==> src/rtl/cbb_dmux_rxbuf.sv <==
// cbb_dmux_rxbuf: receive buffer behind a CDC DMUX destination.
// Turns the DMUX's valid pulses or levels into words in a small
// first-word-fall-through FIFO. The consumer side uses a ready/valid
// handshake. The upstream side has no ready signal, so a word that
// arrives when the buffer is full is dropped and flagged on o_overflow.
//
// Handshake: a word transfers on the consumer side in any cycle where
// o_valid and i_ready are both 1 at the rising edge of i_clk. o_valid
// never depends on i_ready. o_data holds the oldest stored word whenever
// o_valid is 1.
module cbb_dmux_rxbuf #(
  parameter int    P_DATA_WIDTH  = 16,
  parameter int    P_DEPTH       = 4,
  parameter string P_TIMING_MODE = "DATA_VALID-ALIGN"
) (
  input  logic                       i_clk,
  input  logic                       i_rst,
  input  logic                       i_valid,
  input  logic [P_DATA_WIDTH-1:0]    i_data,
  output logic                       o_valid,
  output logic [P_DATA_WIDTH-1:0]    o_data,
  input  logic                       i_ready,
  output logic [$clog2(P_DEPTH):0]   o_count,
  output logic                       o_full,
  output logic                       o_overflow,
  input  logic                       i_clr_ovf
);

  localparam int LP_AW = $clog2(P_DEPTH);
  localparam int LP_CW = LP_AW + 1;
  // Any mode other than "DATA_VALID-1" captures on the rising edge of i_valid.
  localparam bit LP_ALIGN = (P_TIMING_MODE != "DATA_VALID-1");
  localparam logic [LP_CW-1:0] LP_DEPTH_C = LP_CW'(P_DEPTH);

  // Storage is never reset. Its contents are don't-care until written.
  logic [P_DATA_WIDTH-1:0] r_mem [P_DEPTH];
  logic [LP_AW-1:0]        r_wptr;
  logic [LP_AW-1:0]        r_rptr;
  logic [LP_CW-1:0]        r_count;
  logic                    r_overflow;
  // The previous i_valid resets to 1. In ALIGN mode, a level that is
  // already high when reset is released is therefore not mistaken for
  // a rising edge.
  logic                    r_valid_d;

  logic w_event;
  logic w_full;
  logic w_empty;
  logic w_pop;
  logic w_push;
  logic w_drop;

  // Decode capture, push, pop and drop from registered state and the inputs.
  always_comb begin
    w_event = 1'b0;
    if (LP_ALIGN) begin
      w_event = i_valid & ~r_valid_d;
    end else begin
      w_event = i_valid;
    end
    w_full  = (r_count == LP_DEPTH_C);
    w_empty = (r_count == '0);
    w_pop   = ~w_empty & i_ready;
    // A pop in the same cycle frees a slot, so a full buffer can still
    // accept the new word.
    w_push  = w_event & (~w_full | w_pop);
    w_drop  = w_event & w_full & ~w_pop;
  end

  // Register the previous i_valid level for rising-edge detection.
  always_ff @(posedge i_clk) begin
    if (i_rst) begin
      r_valid_d <= 1'b1;
    end else begin
      r_valid_d <= i_valid;
    end
  end

  // Write the captured word at the write pointer. The memory has no reset.
  always_ff @(posedge i_clk) begin
    if (w_push && !i_rst) begin
      r_mem[r_wptr] <= i_data;
    end
  end

  // Advance the pointers. Power-of-two depth makes wrap to 0 natural.
  always_ff @(posedge i_clk) begin
    if (i_rst) begin
      r_wptr <= '0;
      r_rptr <= '0;
    end else begin
      if (w_push) begin
        r_wptr <= r_wptr + LP_AW'(1);
      end
      if (w_pop) begin
        r_rptr <= r_rptr + LP_AW'(1);
      end
    end
  end

  // Track occupancy. A simultaneous push and pop leaves the count unchanged.
  always_ff @(posedge i_clk) begin
    if (i_rst) begin
      r_count <= '0;
    end else begin
      case ({w_push, w_pop})
        2'b10:   r_count <= r_count + LP_CW'(1);
        2'b01:   r_count <= r_count - LP_CW'(1);
        default: r_count <= r_count;
      endcase
    end
  end

  // Sticky overflow flag. A new drop takes priority over a clear in the same cycle.
  always_ff @(posedge i_clk) begin
    if (i_rst) begin
      r_overflow <= 1'b0;
    end else if (w_drop) begin
      r_overflow <= 1'b1;
    end else if (i_clr_ovf) begin
      r_overflow <= 1'b0;
    end
  end

  // Drive the outputs. The status outputs are decodes of registered
  // state; o_data is a fall-through read of the head slot.
  always_comb begin
    o_valid    = ~w_empty;
    o_full     = w_full;
    o_count    = r_count;
    o_overflow = r_overflow;
    o_data     = r_mem[r_rptr];
  end

endmodule

==> config.mk <==
export PLATFORM = sky130hd
export DESIGN_NAME = cbb_dmux_rxbuf
export DESIGN_NICKNAME = d
export VERILOG_FILES = /design/src/rtl/cbb_dmux_rxbuf.sv
export SDC_FILE = /design/constraint.sdc
export NUM_CORES = 1
export LEC_CHECK = 0
export BUFFER_PORTS_ARGS = -buffer_cell sky130_fd_sc_hd__buf_2
export CORE_MARGIN = 1.5
export CORE_UTILIZATION = 45
export CTS_BUF_LIST = sky130_fd_sc_hd__clkbuf_8
export CTS_CLUSTER_DIAMETER = 200
export CTS_CLUSTER_SIZE = 25
export DETAILED_ROUTE_END_ITERATION = 8
export PLACE_DENSITY = 0.72
export SLEW_MARGIN = 15
export SYNTH_ARGS = -nofsm -noshare
export SYNTH_HDL_FRONTEND = slang
export SYNTH_SLANG_ARGS = --single-unit
==> constraint.sdc <==
create_clock -name i_clk -period 2 [get_ports i_clk]
set_input_delay 0.2 -clock i_clk [delete_from_list [all_inputs] [get_ports i_clk]]
set_output_delay 0.2 -clock i_clk [all_outputs]
set_load 0.02 [all_outputs]
# After elaboration in Yosys (flattened, before gate mapping)
# Memory sizes are Yosys's and may differ from the RTL's. A register that Yosys moved wholly into a read port is not among the register bits.
# Cells that the tools add are included.
# classes
addsub,4
mul,0
div,0
magnitude_cmp,0
eq_ne,3
n_shift,0
muxes,7
bitwise_logic,10
reduce_logical,5
# ops
op,n
$pmux W3 S2,1
$and A1 B1 Y1,5
$add A2 B1 Y2 const B,2
$mux W1,4
$mux W2,2
$not A1 Y1,4
$reduce_bool A2 Y1,2
$add A3 B1 Y3 const B,1
$eq A3 B3 Y1 const B,1
$logic_not A3 Y1,1
$sub A3 B1 Y3 const B,1
$eq A2 B1 Y1 const B,1
$eq A2 B2 Y1 const B,1
$logic_and A1 B1 Y1,1
$logic_not A1 Y1,1
$or A1 B1 Y1,1
# totals
register_bits,9
latch_bits,0
ramBits,64
mem_bits_ro,0
inputBits,21
out_inout_bits,22
word_cells,35
n_memories,1
# mem_list
memory,words,word_bits,read_ports,rd_ports_with_merged_regs,wr,line_no,source
r_mem,4,16,1,1,1,36,logic [P_DATA_WIDTH-1:0] r_mem [P_DEPTH];

# Logic depth before layout (Yosys ltp)
# Gate-level depths: netlist of run 1.
# logic_depth
depth_word,8
mapped_depth,6
mapped_depth_nobuf,6

# Worst setup path before layout of run 1
# Ideal clock, no wire load.
# synth_timing
path_kind,flip-flop to flip-flop
startpoint,"reg r_count[2], in the netlist o_count[2]"
endpoint,mem r_mem[0][0] (enable)
setup_ns,0.319
arrival_time_ns,1.607
required_ns,1.681
path_slack_ns,0.075
path_stages_with_launch,5
n_path_buf,0
synth_period_minus_slack_ns,1.925
path_cell_list,dfxtp_1 > or3b_4 > o21a_4 > nor2b_1 > and2_1
# synth_between
elab_chain_cells,8
elab_cells_between_ends,10
classes_between,eq/ne: 1; mux: 2; bitwise: 5; reduce/logical: 2
# synth_lines
item,line_no,source
"start, declared",39,logic [LP_CW-1:0] r_count;
"start signal, assigned",107,2'b10: r_count <= r_count + LP_CW'(1);
"start signal, assigned",108,2'b01: r_count <= r_count - LP_CW'(1);
"start signal, assigned",109,default: r_count <= r_count;
$logic_not A3 Y1,62,w_empty = (r_count == '0);
$not A1 Y1,63,w_pop = ~w_empty & i_ready;
$and A1 B1 Y1,63,
$or A1 B1 Y1 *,66,w_push = w_event & (~w_full | w_pop);
$and A1 B1 Y1 *,66,
$logic_and A1 B1 Y1 *,81,if (w_push && !i_rst) begin
$mux W1 *,81,
$mux W1 (implied by the code) *,82,r_mem[r_wptr] <= i_data;
"end, declared",36,
# Every way passes the cells marked *; elsewhere a longest branch is shown, timed or not.

# Worst setup path in the final report of run 1
# layout_timing
startpoint,"reg r_count[2], in the netlist o_count[2]"
endpoint,mem r_mem[2][13] (enable)
# The elaborated chain is that of the path after synthesis.

==> flow_metrics.env, run 1 <==
export IMPL_run_status="completed"
export IMPL_drt_pass1_iterations=4
export IMPL_fp_dieArea_mm2=0.00692
export IMPL_dp_area_mm2=0.00326
export IMPL_worst_path_max_delay_cell="sky130_fd_sc_hd__dfxtp_1"
export IMPL_detailed_place_hpwl_um=3100
export IMPL_tritoncts_num_sinks=75
export IMPL_finalCritPeriodShare=0.939
export IMPL_avgSynthCellArea_um2=19.3
export IMPL_critical_path_startpoint="o_count[2]"
export IMPL_clock_tree_buffer_depth=2
export IMPL_async_reset_ff_frac=0
export IMPL_global_route_overflow_total=0
export IMPL_slew_violations=0
export IMPL_synth_most_common_cell="sky130_fd_sc_hd__edfxtp_1"
export IMPL_tritoncts_clock_tree="built"
export IMPL_routed_via_density=5.06
export IMPL_synth_ff_latch_count=75
export IMPL_period_minus_slack_ns=1.88
export IMPL_register_area_mm2=0.00214
export IMPL_synth_main_ff_cell="sky130_fd_sc_hd__edfxtp_1"
export IMPL_floorplan_initialDensity=0.461
export IMPL_crit_required_ns=2.10
export IMPL_synth_seq_area_share=0.741
export IMPL_holdCritPathClass="input pin to register"
export IMPL_initial_antenna_violation_count=0
export IMPL_r2r_setup_slk_ns=0.12
export IMPL_globalRouteTotalUtil=0.146
export IMPL_core_area_mm2=0.00628
export IMPL_grt_start_max_net_pins=17
export IMPL_power_ir_vdd_worst_mv=0.637
export IMPL_route_detailed_drc=0
export IMPL_worst_slack_ns=0.123
export IMPL_routed_via_count=1467
export IMPL_hold_viol_final=0
export IMPL_total_number_of_yosys_warnings=0
export IMPL_powerDensity_mw_per_mm2=1040
export IMPL_placement_setup_worst_slack_ns=0.113
export IMPL_first_global_vias=1542
export IMPL_gp_routability_congestion=0.744
export IMPL_wirelength_um=4430
export IMPL_endpoint_kind="register"
export IMPL_setup_worst_path_end="r_mem[2][13]"
export IMPL_max_cap_viol_count=0
export IMPL_startpoint_type="register"
export IMPL_final_cell_area_mm2=0.00348
export IMPL_routedWlPerCell_um=15.3
export IMPL_number_of_enable_flip_flop_cells_after_synthesis=64
export IMPL_synthTopCellsByArea="sky130_fd_sc_hd__edfxtp_1 66%, sky130_fd_sc_hd__mux4_2 12%, sky130_fd_sc_hd__dfxtp_1 7.6%"
export IMPL_post_synth_instance_area_mm2=0.00289
export IMPL_rr_worst_depth=5
export IMPL_cts_resized=0
export IMPL_grt_setup_unrepaired="no"
export IMPL_drt_first_iter_violations=63
export IMPL_r2r_end="r_mem[2][13]"
export IMPL_worst_path_cell_trace="or3b_4, o21a_4, nor2b_1, and2_1, buf_12"
export IMPL_whs_path_depth=2
export IMPL_rows=29
export IMPL_ant_nets=0
export IMPL_clock_root_buffer="sky130_fd_sc_hd__clkbuf_8"
export IMPL_top_cells_by_count_synth="64 x sky130_fd_sc_hd__edfxtp_1, 16 x sky130_fd_sc_hd__mux4_2, 15 x sky130_fd_sc_hd__nor2_1"
export IMPL_worstSkewPairLatency_ns=0.34
export IMPL_synth_lib_cells_used_distinct=29
export IMPL_htree_levels=3
export IMPL_die_height_um=83.2
export IMPL_final_net_count=235
export IMPL_die_w_um=83.2
export IMPL_area_share_of_the_largest_cell_type_after_synthesis=0.665
export IMPL_fmaxAchievable_mhz=533
export IMPL_antenna_cells_inserted=0
export IMPL_critical_path_class="register to register"
export IMPL_timing_rr_start="o_count[2]"
export IMPL_crit_family="simple AND/OR/NAND/NOR gates"
export IMPL_drive_gt1_frac=0.418
export IMPL_critPathMaxFanout=13
export IMPL_clock_slew_at_the_register_clock_pins_of_the_worst_setup_and_hold_paths_ns=0.07
export IMPL_critical_path_buf_inv_count=1
export IMPL_fin_util=0.554
export IMPL_cell_count_along_the_critical_path=5
export IMPL_port_buffers=42
export IMPL_setup_violations=0
export IMPL_synth_instances=150
export IMPL_leading_area_contributor_after_synthesis="sky130_fd_sc_hd__edfxtp_1"
export IMPL_io_pin_count=43
export IMPL_n_fill_cell=500
export IMPL_slew_headroom=0.739
export IMPL_grt_first_pass_wirelength_um=7470
export IMPL_final_setup_tns_ns=0
export IMPL_slowest_delay_ns=0.42
export IMPL_worst_endpoint_arrival_ns=1.98
export IMPL_multi_input_area_um2=706
export IMPL_synth_net_count=176
export IMPL_syn_to_final_growth_pct=20.3
export IMPL_clock_skew_final_ns=0.00577
export IMPL_numCtsBuffers=9
export IMPL_tightestPinTransition_ns=0.392
export IMPL_leakage_nw=1.25
==> worst reg2reg max path, stage by stage, from the launching register on <==
cell and delay [ns]:
sky130_fd_sc_hd__dfxtp_1 0.42, sky130_fd_sc_hd__or3b_4 0.42, sky130_fd_sc_hd__o21a_4 0.23, sky130_fd_sc_hd__nor2b_1 0.16, sky130_fd_sc_hd__and2_1 0.24, sky130_fd_sc_hd__buf_12 0.18
==> registers in the layout, indices dropped and copies added, names as in the netlist, named ones only <==
name	flops
r_mem	64
o_count	3
r_rptr	2
r_wptr	2
o_overflow	1
r_valid_d	1
==> cells in the final DEF, fill, tap and decap left out, drive strengths merged, types with 3 or more instances in the layout <==
| cell type | netlist | layout |
|---|---|---|
| and2 | 4 | 4 |
| ha | 4 | 4 |
| mux4 | 16 | 16 |
| xnor2 | 3 | 3 |
| dfxtp | 11 | 11 |
| inv | 6 | 7 |
| buf | 2 | 53 |
| clkbuf | 3 | 9 |
| clkinv | 0 | 3 |
| mux2 | 3 | 3 |
| edfxtp | 64 | 64 |
| nor2 | 15 | 15 |
==> layout make-up <==
cell class | instances | share of cell area
inverter | 6 | 0.00647
multi-input combinational | 64 | 0.203
timing repair buffer | 53 | 0.0878
tap | 77 | 0.0277
clock inverter | 6 | 0.0237
clock buffer | 9 | 0.0356
sequential | 75 | 0.616
==> where the power goes <==
part,leakage [nW],switching (mW),internal [mW]
Combinational,0.477,0.348,0.302
Sequential,0.666,0.0441,1.74
Clock,0.110,0.504,0.688
==> cell families after synthesis <==
logic type | Yosys count | share of synthesized area
buf+inv | 11 | 0.0151
flops | 75 | 0.741
fa+ha+maj | 5 | 0.0242
mux | 20 | 0.140
compound gates | 5 | 0.0160
xor+xnor | 4 | 0.0121
simple gates | 30 | 0.0519
==> per-stage QoR <==
stage | power (mW) | instances | hold WS, ns
finish | 3.63 | 290 | 0.0716
global route | 3.80 | 290 | 0.0605
global placement | 2.46 | 274 | 0.417
CTS | 3.67 | 289 | 0.0556
floorplan | 2.28 | 150 | 0.299
detailed placement | 2.47 | 274 | 0.419
==> worst min path at each step <==
stage,start,to
floorplan,i_data[0],r_mem[0][0]
global placement,i_valid,r_valid_d
detailed placement,i_valid,r_valid_d
CTS,i_valid,r_valid_d
global route,i_data[5],r_mem[2][5]
finish,i_valid,r_valid_d
==> per-layer routing <==
metal  global-route usage  routed length (µm)
met3               0.0537                 245
met5                    0                   0
met1                0.169                1850
met4               0.0697                  82
met2                0.242                2250
==> what timing repair did <==
action,CTS,global route
endpoints found under the setup margin,0,1
hold buffers,0,0
buffers inserted,0,1
Power figures use the tool's default switching activity.
==> inputs of run 2 (changes only) <==
==> constraint.sdc (replaced) <==
create_clock -name i_clk -period 2 [get_ports i_clk]
set_input_delay 0.5 -clock i_clk [delete_from_list [all_inputs] [get_ports i_clk]]
set_output_delay 0.5 -clock i_clk [all_outputs]
set_load 0.02 [all_outputs]
==> run 2 against run 1 <==
The run now ends with setup timing left. Critical path depth down 2. Flip-flop and latch count unchanged. Via count down 0.20%. Largest power group unchanged.
==> flow_metrics.env, run 2 (synthesis gave the netlist of run 1 again) <==
export IMPL_initial_antenna_violation_count=0
export IMPL_period_minus_slack_ns=2.07
export IMPL_globalRouteTotalUtil=0.139
export IMPL_numCtsBuffers=9
export IMPL_clock_skew_final_ns=0.00885
export IMPL_leakage_nw=1.31
export IMPL_htree_levels=3
export IMPL_grt_setup_unrepaired="yes"
export IMPL_slowest_delay_ns=0.53
export IMPL_postCtsHoldBufs=0
export IMPL_dp_area_mm2=0.00333
export IMPL_crit_family="multiplexers"
export IMPL_routed_via_count=1464
export IMPL_die_height_um=83.2
export IMPL_fmaxAchievable_mhz=483
export IMPL_powerDensity_mw_per_mm2=979
export IMPL_violations="setup timing"
export IMPL_routed_via_density=4.93
export IMPL_tritoncts_clock_tree="built"
export IMPL_holdCritPathClass="input pin to register"
export IMPL_worst_endpoint_arrival_ns=1.57
export IMPL_io_pin_count=43
export IMPL_rows=29
export IMPL_hold_viol_final=0
export IMPL_crit_required_ns=1.50
export IMPL_worstSkewPairLatency_ns=0.34
export IMPL_tightestPinTransition_ns=0.435
export IMPL_worst_path_max_delay_cell="sky130_fd_sc_hd__mux4_2"
export IMPL_slew_violations=0
export IMPL_drt_first_iter_violations=59
export IMPL_clock_root_buffer="sky130_fd_sc_hd__clkbuf_8"
export IMPL_fp_dieArea_mm2=0.00692
export IMPL_worst_slack_ns=-0.0698
export IMPL_clock_slew_at_the_register_clock_pins_of_the_worst_setup_and_hold_paths_ns=0.08
export IMPL_drive_gt1_frac=0.445
export IMPL_final_cell_area_mm2=0.00364
export IMPL_layout_cells_most_common_list="64 x sky130_fd_sc_hd__edfxtp_1, 26 x sky130_fd_sc_hd__buf_2, 17 x sky130_fd_sc_hd__buf_6"
export IMPL_grt_first_pass_wirelength_um=7180
export IMPL_max_ffs_per_register=64
export IMPL_clock_tree_buffer_depth=2
export IMPL_drt_pass1_iterations=5
export IMPL_setup_violations=16
export IMPL_gp_routability_congestion=0.712
export IMPL_fin_util=0.580
export IMPL_wirelength_um=4410
export IMPL_port_buffers=42
export IMPL_antenna_cells_inserted=0
export IMPL_endpoint_kind="output pin"
export IMPL_startpoint_type="register"
export IMPL_tritoncts_num_sinks=75
export IMPL_detailed_place_hpwl_um=3050
export IMPL_hp_start="i_valid"
export IMPL_core_area_mm2=0.00628
export IMPL_routedWlPerCell_um=14.9
export IMPL_first_global_vias=1531
export IMPL_floorplan_initialDensity=0.461
export IMPL_run_status="finished, violations left"
export IMPL_syn_to_final_growth_pct=26.0
export IMPL_worst_path_cell_trace="buf_12, mux4_2, buf_6"
export IMPL_timing_rr_start="o_count[2]"
export IMPL_die_w_um=83.2
export IMPL_finalCritPeriodShare=1.03
export IMPL_max_cap_viol_count=0
export IMPL_critical_path_class="register to output pin"
export IMPL_grt_start_max_net_pins=15
export IMPL_critical_path_buf_inv_count=2
export IMPL_slew_headroom=0.710
export IMPL_most_frequent_standard_cell_in_the_layout_excluding_fill_and_tap_cells="sky130_fd_sc_hd__edfxtp_1"
export IMPL_global_route_overflow_total=0
export IMPL_final_setup_tns_ns=-0.722
export IMPL_final_net_count=241
export IMPL_critPathMaxFanout=6
export IMPL_power_ir_vdd_worst_mv=0.680
export IMPL_ant_nets=0
export IMPL_route_detailed_drc=0
export IMPL_largest_register="r_mem"
==> run 2: cell count changes in the layout (fill, tap and decap cells not counted), sizes merged <==
cell	previous run	this run
buf	53	58
bufinv	2	0
inv	7	9
clkbuf	9	10
clkinvlp	0	1
==> run 2: final cells by class <==
cell class | instances | area [µm²]
clock buffers | 9 | 124
clock inverters | 7 | 51.3
fillers | 465 | 2630
inverters | 6 | 22.5
multi-input cells | 64 | 706
flip-flops and latches | 75 | 2150
well taps | 77 | 96.3
repair buffers | 59 | 497
==> run 2: worst paths after layout <==
kind                       to  slack [ns]  depth (start not counted)
setup / recovery   o_data[11]       -0.07                          3
hold / removal      r_valid_d        0.37                          2
setup reg to reg  r_mem[3][0]        0.21                          5
hold reg to reg    o_overflow        0.49                          2
==> run 2: per-layer routing <==
metal	share of wire	track usage
met5	0	0
met4	0.011	0.0409
met3	0.060	0.0656
met2	0.51	0.236
met1	0.42	0.157
==> run 2: power breakdown <==
group,total (mW),internal [mW],switching [mW]
clock,1.01,0.458,0.548
combinational,0.761,0.398,0.363
sequential,1.80,1.75,0.0545
==> run 2: metrics by stage <==
| stage | power [mW] | setup slack (ns) | cells | hold slack [ns] |
|---|---|---|---|---|
| floorplan | 2.28 | 0.0747 | 150 | 0.485 |
| global placement | 2.50 | 0.123 | 280 | 0.477 |
| detailed placement | 2.51 | 0.100 | 280 | 0.474 |
| CTS | 3.52 | -0.120 | 296 | 0.350 |
| global route | 3.73 | -0.125 | 297 | 0.359 |
| finish | 3.57 | -0.0698 | 297 | 0.367 |
==> run 2: timing repair <==
item                                    4_1_cts  5_1_grt
endpoints found under the setup margin       16       17
buffers inserted                              0        0
cloned                                        0        1
endpoints found under the hold margin         0        0
resized for setup                             1       35
